===== src/rtl/mult_pkg.sv =====
// mult_pkg: shared operand width and FSM state encoding for mult_rom_seq.
package mult_pkg;
    localparam int N = 5;
    typedef enum logic [1:0] {OCIOSO = 2'd0, CALCULA = 2'd1, FIM = 2'd2} state_t;
endpackage


===== src/rtl/rom.sv =====
// rom: N x N product table addressed {x,y}, combinational 2N-bit output.
module rom #(
    parameter int N = 5
) (
    input  logic [2*N-1:0] addr,
    output logic [2*N-1:0] data
);
    assign data = {{N{1'b0}}, addr[2*N-1:N]} * {{N{1'b0}}, addr[N-1:0]};
endmodule


===== src/rtl/mult_rom_seq.sv =====
// mult_rom_seq: sequential 2N x 2N multiplier built from four N x N ROM lookups.
// Define MULT_ROM_SEQ_ZERO_SKIP_EN to finish zero-operand starts in one cycle.
module mult_rom_seq
    import mult_pkg::*;
#(
    parameter int N = mult_pkg::N
) (
    input  logic           clock,
    input  logic           reset_n,
    input  logic           iniciar,
    input  logic [2*N-1:0] a,
    input  logic [2*N-1:0] b,
    output logic           ocupado,
    output logic           pronto,
    output logic [4*N-1:0] produto
);
    state_t         state, next;
    logic [1:0]     k;
    logic [2*N-1:0] ra, rb, rom_data;
    logic [4*N-1:0] acc, pp, sum;
    logic           start, skip;

    // k[1] picks the high half of a, k[0] the high half of b
    rom #(.N(N)) u_rom (
        .addr({k[1] ? ra[2*N-1:N] : ra[N-1:0], k[0] ? rb[2*N-1:N] : rb[N-1:0]}),
        .data(rom_data)
    );

`ifdef MULT_ROM_SEQ_ZERO_SKIP_EN
    assign skip = (a == '0) || (b == '0);
`else
    assign skip = 1'b0;
`endif

    always_comb begin
        start   = (state == OCIOSO) && iniciar;
        pp      = k == 2'd3 ? {rom_data, {(2*N){1'b0}}} :
                  k == 2'd0 ? {{(2*N){1'b0}}, rom_data} :
                              {{N{1'b0}}, rom_data, {N{1'b0}}};
        sum     = acc + pp;
        next    = state == OCIOSO  ? (iniciar ? (skip ? FIM : CALCULA) : OCIOSO) :
                  state == CALCULA ? (k == 2'd3 ? FIM : CALCULA) : OCIOSO;
        ocupado = state != OCIOSO;
        pronto  = state == FIM;
    end

    always_ff @(posedge clock or negedge reset_n) begin
        if (!reset_n) begin
            state   <= OCIOSO;
            k       <= '0;
            acc     <= '0;
            ra      <= '0;
            rb      <= '0;
            produto <= '0;
        end else begin
            state <= next;
            if (start) begin
                ra  <= a;
                rb  <= b;
                acc <= '0;
                k   <= '0;
                if (skip) produto <= '0;
            end else if (state == CALCULA) begin
                acc <= sum;
                k   <= k + 2'd1;
                if (k == 2'd3) produto <= sum;
            end
        end
    end
endmodule


===== config.mk =====
export PLATFORM = sky130hd
export DESIGN_NAME = mult_rom_seq
export DESIGN_NICKNAME = d
export VERILOG_FILES = /design/src/rtl/mult_pkg.sv /design/src/rtl/rom.sv /design/src/rtl/mult_rom_seq.sv
export SDC_FILE = /design/constraint.sdc
export NUM_CORES = 1
export LEC_CHECK = 0
export ABC_AREA = 0
export BUFFER_PORTS_ARGS = -buffer_cell sky130_fd_sc_hd__buf_2
export CAP_MARGIN = 20
export CORE_AREA = 2 2 96 98
export DETAILED_ROUTE_END_ITERATION = 10
export DIE_AREA = 0 0 98 100
export PLACE_DENSITY_LB_ADDON = 0.15
export SLEW_MARGIN = 20
export SYNTH_ARGS = -nofsm -noshare
export SYNTH_HDL_FRONTEND = slang
export SYNTH_HIERARCHICAL = 1
export SYNTH_SLANG_ARGS = --single-unit

===== constraint.sdc =====
create_clock -name clock -period 15.5 [get_ports clock]
set_input_delay 2.325 -clock clock [delete_from_list [all_inputs] [get_ports clock]]
set_output_delay 2.325 -clock clock [all_outputs]
set_load 0.02 [all_outputs]

==> results_dict.tcl <==
set metrics [dict create \
    syn_area_per_cell_um2 8.58 \
    grt_pass1_wl_um 19400 \
    hpwlAfterDp_um 8370 \
    hold_depth 2 \
    criticalPathCategory "flop to flop" \
    final_nets 654 \
    period_needed_ns 5.78 \
    antenna_cells 0 \
    std_cell_rows 35 \
    root_buffer "clkbuf_8" \
    cts_buffer_depth 2 \
    setup_viol 0 \
    slowest_delay_ns 0.56 \
    cp-endpoint "produto[18]" \
    coreArea_um2 8890 \
    io-pin-count 45 \
    grt-ovfl-total 0 \
    dr.pass1.iters 4 \
    report.final.hold_viol_count 0 \
    initial_core_util 0.534 \
    gp_congestion 0.865 \
    die_height_um 100 \
    final-seq-area_um2 1600 \
    drt_iter0_markers 103 \
    dp_cells 681 \
    cts_hold_buf 0 \
    numCtsBuffers 9 \
    synth_area_um2 4750 \
    skew_ns 0.0101 \
    nFillCells 823 \
    wire_per_inst_um 16.1 \
    ys_dominant_reg_cell "dfrtp_1" \
    crit_buf_inv 1 \
    cp_common_cell "fa_1" \
    grt_antenna_before_repair 0 \
    crit_path_end_kind "flop" \
    routed_wirelength_um 11300 \
    vias_per_cell 5.63 \
    path_cells "mux2_2 > nand2_1 > fa_1 > fa_1 > fa_1 > inv_1 > ha_1 > nor2b_4 > o21ai_2 > nand2b_2 > a2111oi_2 > nand4b_1 > nand2b_1 > o21ai_0 > ha_1 > a21oi_1 > o21a_1 > o22ai_1 > a311oi_1 > xor2_1 > o21ai_0" \
    clkSinkCount 64 \
    die_x_um 98 \
    finalMaxSlewViolations 0 \
    postCtsSetupRepairBufs 0 \
    crit_path_top_delay_cell "fa_1" \
    cp_top_family "adder cells" \
    post-route-period-util 0.373 \
    ff2ff_path_depth 21 \
    post_cts_resized 0 \
    hold_class "flop to flop" \
    synth_fp_nets 626 \
    dieArea_um2 9800 \
    critPathMaxFanout 10 \
    worst_pin_slew_ns 0.810 \
    worstReg2RegEnd "produto[18]" \
    maxCapViolations 0 \
    crit_start "k[0]" \
    drive_gt1_frac 0.148 \
    clkTransAtPathRegs_ns 0.08 \
    rsz0062_at_grt "false" \
    vias 3922 \
    multi_input_area_um2 2940 \
    netlist_instances 553 \
    synth-seq-area-share 0.337 \
    start_kind "flop" \
    required_ns 15.72 \
    grt_pass1_vias 3992 \
    drcViolationCount 0 \
    portBuffers 44 \
    max_clock_freq_mhz 173 \
    grt_start_max_net_pins 65 \
    final_cells 697 \
    track_usage 0.246 \
    detail-route-antenna-nets 0 \
    reg2reg_slack_ns 9.72 \
    synth-seq-cells 64 \
    ctsHtreeMaxLevel 3 \
    ys_warn_count 6 \
    synth-async-reset-ratio 1.00 \
    path_depth 21 \
    arrival_ns 6.00 \
    r2r-start "k[0]" \
    synth_edf_count 0 \
    setup_tns_ns 0 \
    status "finished clean" \
    syn_to_final_growth_pct 11.1 \
    synth_cell_types 52 \
    slew_headroom 0.460 \
    cts_tree "yes" \
    clk_latency_ns 0.35 \
]
[metal layers]
metal | wire length, µm | global-route usage | part of all wire | vias up
met5 | 0 | 0 | 0 | -
met4 | 314 | 0.116 | 0.028 | 0
met3 | 429 | 0.0306 | 0.038 | 22
met2 | 5230 | 0.397 | 0.47 | 94
met1 | 5270 | 0.331 | 0.47 | 1847
li1 | - | - | - | 1959
[worst register-to-register path: stages, from the launching register on]
cell and delay, ns:
dfrtp_1 0.52, mux2_2 0.42, nand2_1 0.09, fa_1 0.44, fa_1 0.51, fa_1 0.56, inv_1 0.05, ha_1 0.35
nor2b_4 0.15, o21ai_2 0.12, nand2b_2 0.10, a2111oi_2 0.37, nand4b_1 0.21, nand2b_1 0.07, o21ai_0 0.19, ha_1 0.37
a21oi_1 0.23, o21a_1 0.20, o22ai_1 0.09, a311oi_1 0.33, xor2_1 0.20, o21ai_0 0.09
[layout make-up]
cell class,instances,area share
inverter,22,0.0157
tap,111,0.0263
sequential,64,0.304
timing repair buffer,49,0.0488
clock buffer,10,0.0261
multi-input combinational,435,0.558
clock inverter,6,0.0218
[Yosys cell counts (10+ instances only)]
library cell | count | share of area
fa_1 | 10 | 0.042
o21ai_0 | 35 | 0.037
mux2_2 | 10 | 0.024
and2_1 | 30 | 0.040
inv_1 | 21 | 0.017
a21oi_1 | 22 | 0.023
xor2_1 | 10 | 0.018
nor2_1 | 20 | 0.016
dfrtp_1 | 64 | 0.34
nand3_1 | 22 | 0.023
mux2i_1 | 11 | 0.023
clkbuf_1 | 31 | 0.025
nand2_1 | 121 | 0.096
ha_1 | 40 | 0.11
[how the worst min path moves through the flow]
stage	start	end	slack (ns)
2_1_floorplan	ra[5]	ra[5]	0.44
3_3_place_gp	produto[1]	produto[1]	0.45
3_5_place_dp	produto[1]	produto[1]	0.46
4_1_cts	produto[1]	produto[1]	0.48
5_1_grt	produto[0]	produto[0]	0.49
6_report	produto[1]	produto[1]	0.47
[state kept, by name (all words and copies together), names as in the netlist]
register  count
produto      20
ra           10
k             2
acc          20
rb           10
state         2
[through the flow]
step,utilization,instance area [µm²],setup slack [ns],hold slack (ns)
after floorplan,-,4750,10.03,0.440
after global placement,0.565,5020,9.92,0.453
after detailed placement,0.565,5020,9.74,0.458
after CTS,0.594,5280,9.72,0.478
after global routing,0.594,5280,9.35,0.494
final,0.594,5280,9.72,0.472
[cells by family after synthesis]
family	Yosys count	share of synthesized area
AO/OA/AOI/OAI	110	0.157
XOR/XNOR	19	0.0351
adder cells (fa/ha/maj)	50	0.148
buffers and inverters	54	0.0427
flip-flops	64	0.337
multiplexers	22	0.0501
AND/OR/NAND/NOR	234	0.231
[cell usage in the layout (no fill, tap or decap), types with 4 or more instances in the layout]
cell type  count
a21o_1         7
a21oi_1       22
a31oi_1        7
and2_1        30
and3_1         4
buf_2         44
buf_4          5
clkbuf_8      10
dfrtp_1       64
fa_1          10
ha_1          40
inv_1         21
mux2_2        10
mux2i_1       11
nand2_1      121
nand2b_1       6
nand3_1       22
nand4_1        6
nor2_1        20
nor2b_1        5
nor3_1         9
o21a_1         5
o21ai_0       35
xnor2_1        9
xor2_1        10
Power is not shown: default switching activity piles up to over one toggle a cycle in this logic, so the estimate is an artifact.
